`src/rtl/regfile_bist_pkg.sv`:
```
// Shared types, defaults and the test-pattern generator for the register-file self-test master.
package regfile_bist_pkg;

  typedef enum logic [1:0] {IDLE, WRITE, READ, DONE} bistState_e;

  localparam int DEF_AW    = 5;
  localparam int DEF_DW    = 32;
  localparam int DEF_NREGS = 32;
  localparam int ERR_W     = 8;
  localparam logic [31:0] DEF_SEED = 32'hA5C3_0F5A;

  // Each byte lane of the address is folded into the seed so neighbouring registers differ in every byte.
  function automatic logic [31:0] pattern(input logic [31:0] seed, input logic [31:0] addr,
                                          input logic inv);
    logic [31:0] p;
    p = seed ^ (addr * 32'h0101_0101);
    return inv ? ~p : p;
  endfunction

endpackage

```
`src/rtl/regfile_bist_cmp.sv`:
```
// Read-back comparator and saturating error accumulator for regfile_bist.
module regfile_bist_cmp
  import regfile_bist_pkg::*;
#(
  parameter int AW = DEF_AW,
  parameter int DW = DEF_DW
) (
  input  logic             clk,
  input  logic             rst_n,
  input  logic             clear,
  input  logic             enable,
  input  logic [DW-1:0]    rd1,
  input  logic [DW-1:0]    rd2,
  input  logic [DW-1:0]    exp1,
  input  logic [DW-1:0]    exp2,
  input  logic             sameAddr,
  input  logic [AW-1:0]    ra1,
  input  logic [AW-1:0]    ra2,
  output logic [ERR_W-1:0] err_count,
  output logic [AW-1:0]    fail_addr
);

  logic           miss1;
  logic           miss2;
  logic [ERR_W:0] sum;

  // On the final odd pair both ports address the same register, so only port 1 is judged.
  always_comb begin
    miss1 = enable && (rd1 != exp1);
    miss2 = enable && !sameAddr && (rd2 != exp2);
    sum   = {1'b0, err_count} + (ERR_W+1)'(miss1) + (ERR_W+1)'(miss2);
  end

  always_ff @(posedge clk or negedge rst_n) begin
    if (!rst_n) begin
      err_count <= '0;
      fail_addr <= '0;
    end else if (clear) begin
      err_count <= '0;
      fail_addr <= '0;
    end else if (miss1 || miss2) begin
      err_count <= sum[ERR_W] ? '1 : sum[ERR_W-1:0];
      if (err_count == '0) begin
        fail_addr <= miss1 ? ra1 : ra2;
      end
    end
  end

endmodule

```
`src/rtl/regfile_bist.sv`:
```
// Power-on self-test master for the 3-port register file: write/read-back with a pattern and its inverse.
// Optional macro REGFILE_BIST_ZERO_CHECK_EN adds a write to and a zero read-back of register 0 each pass.
module regfile_bist
  import regfile_bist_pkg::*;
#(
  parameter int          AW    = DEF_AW,
  parameter int          DW    = DEF_DW,
  parameter int          NREGS = DEF_NREGS,
  parameter logic [31:0] SEED  = DEF_SEED
) (
  input  logic             clk,
  input  logic             rst_n,
  input  logic             start,
  output logic             busy,
  output logic             done,
  output logic             pass,
  output logic [AW-1:0]    fail_addr,
  output logic [ERR_W-1:0] err_count,
  output logic             we3,
  output logic [AW-1:0]    wa3,
  output logic [DW-1:0]    wd3,
  output logic [AW-1:0]    ra1,
  output logic [AW-1:0]    ra2,
  input  logic [DW-1:0]    rd1,
  input  logic [DW-1:0]    rd2
);

  localparam logic [AW-1:0] LAST      = AW'(NREGS - 1);
  localparam logic [AW-1:0] LAST_PAIR = AW'(NREGS - 2);
  localparam logic [AW-1:0] FIRST_RD  = AW'(1);
`ifdef REGFILE_BIST_ZERO_CHECK_EN
  localparam logic [AW-1:0] FIRST_WR  = '0;
`else
  localparam logic [AW-1:0] FIRST_WR  = AW'(1);
`endif

  bistState_e    state, stateNext;
  logic [AW-1:0] addr, addrNext;
  logic          inv, invNext;
  logic          clearErr;
  logic          passEnd;
  logic [AW-1:0] partnerNext;
  logic [DW-1:0] exp1, exp2;

  // Next-state sequencing; address 0 inside READ marks the optional zero-check cycle.
  always_comb begin
    stateNext = state;
    addrNext  = addr;
    invNext   = inv;
    clearErr  = 1'b0;
    passEnd   = 1'b0;
    unique case (state)
      IDLE, DONE: begin
        if (start) begin
          stateNext = WRITE;
          addrNext  = FIRST_WR;
          invNext   = 1'b0;
          clearErr  = 1'b1;
        end
      end
      WRITE: begin
        if (addr == LAST) begin
          stateNext = READ;
          addrNext  = FIRST_RD;
        end else begin
          addrNext = addr + AW'(1);
        end
      end
      READ: begin
`ifdef REGFILE_BIST_ZERO_CHECK_EN
        if (addr == '0) passEnd = 1'b1;
        else if (addr >= LAST_PAIR) addrNext = '0;
`else
        if (addr >= LAST_PAIR) passEnd = 1'b1;
`endif
        else addrNext = addr + AW'(2);
        if (passEnd) begin
          if (!inv) begin
            stateNext = WRITE;
            addrNext  = FIRST_WR;
            invNext   = 1'b1;
          end else begin
            stateNext = DONE;
          end
        end
      end
      default: stateNext = IDLE;
    endcase
    partnerNext = (addrNext == '0) ? '0 : ((addrNext >= LAST) ? LAST : addrNext + AW'(1));
  end

  // Bus outputs are loaded alongside the state so they line up with the state they belong to.
  always_ff @(posedge clk or negedge rst_n) begin
    if (!rst_n) begin
      state <= IDLE;
      addr  <= '0;
      inv   <= 1'b0;
      we3   <= 1'b0;
      wa3   <= '0;
      wd3   <= '0;
      ra1   <= '0;
      ra2   <= '0;
    end else begin
      state <= stateNext;
      addr  <= addrNext;
      inv   <= invNext;
      we3   <= (stateNext == WRITE);
      wa3   <= (stateNext == WRITE) ? addrNext : '0;
      wd3   <= (stateNext == WRITE) ? DW'(pattern(SEED, 32'(addrNext), invNext)) : '0;
      ra1   <= (stateNext == READ) ? addrNext : '0;
      ra2   <= (stateNext == READ) ? partnerNext : '0;
    end
  end

  always_comb begin
    exp1 = (ra1 == '0) ? '0 : DW'(pattern(SEED, 32'(ra1), inv));
    exp2 = DW'(pattern(SEED, 32'(ra2), inv));
    busy = (state == WRITE) || (state == READ);
    done = (state == DONE);
    pass = done && (err_count == '0);
  end

  regfile_bist_cmp #(.AW(AW), .DW(DW)) cmp (
    .clk      (clk),
    .rst_n    (rst_n),
    .clear    (clearErr),
    .enable   (state == READ),
    .rd1      (rd1),
    .rd2      (rd2),
    .exp1     (exp1),
    .exp2     (exp2),
    .sameAddr (ra1 == ra2),
    .ra1      (ra1),
    .ra2      (ra2),
    .err_count(err_count),
    .fail_addr(fail_addr)
  );

endmodule

```
`config.mk`:
```
export PLATFORM = sky130hd
export DESIGN_NAME = regfile_bist
export DESIGN_NICKNAME = d
export VERILOG_FILES = /design/src/rtl/regfile_bist_pkg.sv /design/src/rtl/regfile_bist_cmp.sv /design/src/rtl/regfile_bist.sv
export SDC_FILE = /design/constraint.sdc
export NUM_CORES = 1
export LEC_CHECK = 0
export ABC_AREA = 1
export BUFFER_PORTS_ARGS = -buffer_cell sky130_fd_sc_hd__buf_2
export CAP_MARGIN = 20
export CELL_PAD_IN_SITES_DETAIL_PLACEMENT = 1
export CELL_PAD_IN_SITES_GLOBAL_PLACEMENT = 2
export CORE_ASPECT_RATIO = 1.1
export CORE_MARGIN = 2
export CORE_UTILIZATION = 27
export CTS_CLUSTER_DIAMETER = 150
export DETAILED_ROUTE_END_ITERATION = 7
export GPL_TIMING_DRIVEN = 0
export PLACE_DENSITY = 0.78
export SLEW_MARGIN = 20
export SYNTH_ARGS = -nofsm -noshare
export SYNTH_HDL_FRONTEND = slang
export SYNTH_SLANG_ARGS = --single-unit
```
`constraint.sdc`:
```
create_clock -name clk -period 3.8 [get_ports clk]
set_input_delay 0.38 -clock clk [delete_from_list [all_inputs] [get_ports clk]]
set_output_delay 0.38 -clock clk [all_outputs]
set_load 0.1 [all_outputs]
```
==> metrics.yaml <==
status: "complete, no violations"
pwr-share-clk_pct: 13.1
tightest_slew_ps: 848.7
yosys.area.top_type_share_pct: 29.87
initial_core_util_pct: 27.48
cp-end-kind: "flip-flop"
comb_power_share_pct: 64.9
cts_tree: "done"
cp-start-kind: "flip-flop"
grt_overflow: 0
place.gp.congestion: 0.8267
multi_input_area_sq_um: 2303
grt_pass1_vias: 4444
syn_inst: 615
clkTransAtPathRegs_ps: 70
r2r-start: "ra1[1]"
drv_slew: 0
grt_setup_unrepaired: "no"
startpoint: "ra1[1]"
rr_worst_depth: 23
cts_hold_buf: 0
min_period_ps: 3453
synth.distinct_cells: 38
grt_max_degree: 50
ys_top_cells_by_area: "dfrtp_1 30%, nand2_1 20%, inv_1 7.1%, nor2_1 5.9%, nand3_1 4.6%"
place_hpwl_mm: 10.78
swShare_pct: 61.26
drv_cap: 0
antenna_found_initial: 0
power.leakage_uw: 0.002952
regArea_sq_um: 1226
yosysSeqAreaShare_pct: 29.87
core_sq_um: 14940
drive_gt1_share_pct: 28.02
finalHoldViolCount: 0
antenna_left: 0
cts-root-buf: "clkbuf_16"
crit_type: "reg2reg"
drc: 0
avgSynthCellArea_sq_um: 6.675
wire_per_inst_um: 13.83
die_x_um: 121.6
die_area_sq_um: 16210
powerDensity_nw_per_um2: 656.7
dr.pass1.iters: 4
syn-cell-area_sq_um: 4105
rows: 47
yosys_warnings: 0
internal_power_uw: 1313
grt_pass1_wl_mm: 21.59
power_switching_uw: 2076
fmax_mhz: 289.6
synth-seq-cells: 49
io_pins: 131
routed_wl_mm: 13.13
rrSetupSlack_ps: 350
nets: 831
vdd_drop_max_v: 0.0006775
area_growth_pct: 25.69
holdCritPathClass: "in2async"
tns_ps: 0
drt_iter0_drc: 151
setup_violations: 0
clock_latency_ps: 290
slew_headroom_pct: 42.82
grt_use_total_pct: 16.32
skew_ps: 10.72
crit_arrival_ps: 3680
antenna_cells: 0
power_uw: 3388
fp.dieH_um: 133.3
fillers: 1974
worst-path-max-fanout: 10
syn_nets: 694
vias: 4255
fin_util_pct: 34.55
cts_buffers: 5
post-route-period-util_pct: 90.86
cp.required_ps: 4020
viasPerCell: 4.484
portBuffers: 130
synth_top_area_cell: "dfrtp_1"
cts-htree-levels: 2
r2r_end: "cmp.err_count[2]"
cts_buffer_depth: 2
clock-sinks: 49
holdWs_ps: 95.55
seqPwrFrac_pct: 22.1
-- Yosys cell counts --
| master | count |
|---|---|
| a22oi_2 | 1 |
| clkinv_1 | 1 |
| or2_2 | 4 |
| nor3_1 | 3 |
| a31oi_2 | 1 |
| nor2_4 | 2 |
| nor3b_1 | 1 |
| nor2_1 | 65 |
| ha_1 | 11 |
| o31ai_1 | 2 |
| o211ai_1 | 6 |
| o21ai_0 | 13 |
| xor2_2 | 2 |
| dfrtp_1 | 49 |
| a21oi_4 | 1 |
| nand3b_1 | 17 |
| nor2_2 | 4 |
| o21ai_2 | 9 |
| o21ai_1 | 6 |
| fa_1 | 1 |
| a21oi_1 | 6 |
| nand2_4 | 2 |
| nand3_2 | 2 |
| clkbuf_2 | 1 |
| nand3_1 | 38 |
| buf_6 | 7 |
| buf_1 | 1 |
| nand2_1 | 215 |
| inv_1 | 78 |
| xor2_1 | 13 |
| o22ai_1 | 3 |
| buf_2 | 5 |
| nand3_4 | 2 |
| nand2_2 | 2 |
| nand4_1 | 8 |
| buf_4 | 21 |
| inv_2 | 5 |
| xnor2_1 | 7 |
-- critical path, stage by stage (launching register included) --
cell	delay, ps
dfrtp_1	400
clkbuf_2	200
nor2_4	130
nand3_4	140
buf_6	180
nand2_1	80
o21ai_1	70
nand2_1	70
nor2_1	40
nand2_1	90
nor2_2	60
nand3_4	90
nand2_4	110
fa_1	420
inv_1	80
ha_1	210
nand3_1	140
nor2_1	120
nand2_1	80
nor2_1	120
nand2_1	130
inv_1	160
o211ai_1	150
o21ai_2	90
-- kinds of logic (layout without fill, tap and decap cells) --
group,after synthesis,after routing,share of synthesized area (%)
AND/OR/NAND/NOR,365,365,39.07
XOR/XNOR,22,22,5.059
adder cells (fa/ha/maj),12,12,3.840
buffers and inverters,119,257,14.26
flip-flops,49,49,29.87
AO/OA/AOI/OAI,48,48,7.894
-- sequential cells by signal, summed over array words and instances, names as in the netlist --
signal and cells:
addr 5, cmp.err_count 8, cmp.fail_addr 5, inv 1, ra1 5, ra2 5, state 2, wa3 5
wd3 12, we3 1
-- area by class of cell --
class                           instances  share of cell area (%)
Multi-Input combinational cell        447                   44.64
Sequential cell                        49                   23.76
Timing Repair Buffer                  130                   12.66
Inverter                               84                   6.111
Buffer                                 35                   5.238
Tap cell                              196                   4.753
Clock buffer                            5                   2.425
Clock inverter                          3                  0.4122
-- how the worst max path moves through the flow --
stage / end / depth (start not counted)
after floorplan: cmp.err_count[4] / 24
after global placement: cmp.err_count[7] / 21
after detailed placement: cmp.err_count[7] / 21
after CTS: cmp.err_count[7] / 21
after global routing: cmp.err_count[2] / 23
final: cmp.err_count[2] / 23
-- cells in the final DEF (no fill, tap or decap), types with 3 or more instances in the layout --
cell type,count
o22ai_1,3
buf_4,22
inv_1,78
clkbuf_16,5
nand2_1,215
ha_1,11
o21ai_2,9
a21oi_1,6
buf_2,134
o21ai_1,6
dfrtp_1,49
xor2_1,13
nand3_1,38
o211ai_1,6
nor2_2,4
nand4_1,8
inv_2,5
or2_2,4
buf_6,7
xnor2_1,7
nor2_1,65
nand3b_1,17
o21ai_0,13
-- power by group through the flow --
stage,clock network (uW),logic [uW],registers (uW)
after global routing,477,2340,764
after floorplan,0,1110,1430
final,443,2200,748
after detailed placement,0,2220,752
after CTS,458,2220,749
after global placement,0,2180,750
-- through the flow --
step           cell area [sq um]  setup slack, ps  cells
6_report                    5160            347.3    949
4_1_cts                     5152            277.2    949
2_1_floorplan               4110            227.4    615
3_3_place_gp                5006            401.0    941
5_1_grt                     5160            3.662    949
3_5_place_dp                5006            289.3    941
-- metal layers --
layer  up-vias  global-route usage [%]  share of wire (%)
met5         -                       0                  0
met4         0                   2.427               0.45
met3         5                   2.825                5.2
met2       100                   29.90                 49
met1      1993                   20.32                 45
li1       2157                       -                  -
-- repair_timing --
action / 4_1_cts / 5_1_grt
gates resized for setup: 0 / 1
setup buffers: 0 / 0
setup endpoints to repair: 0 / 1
endpoints found under the hold margin: 0 / 0
(Power assumes the default switching activity.)
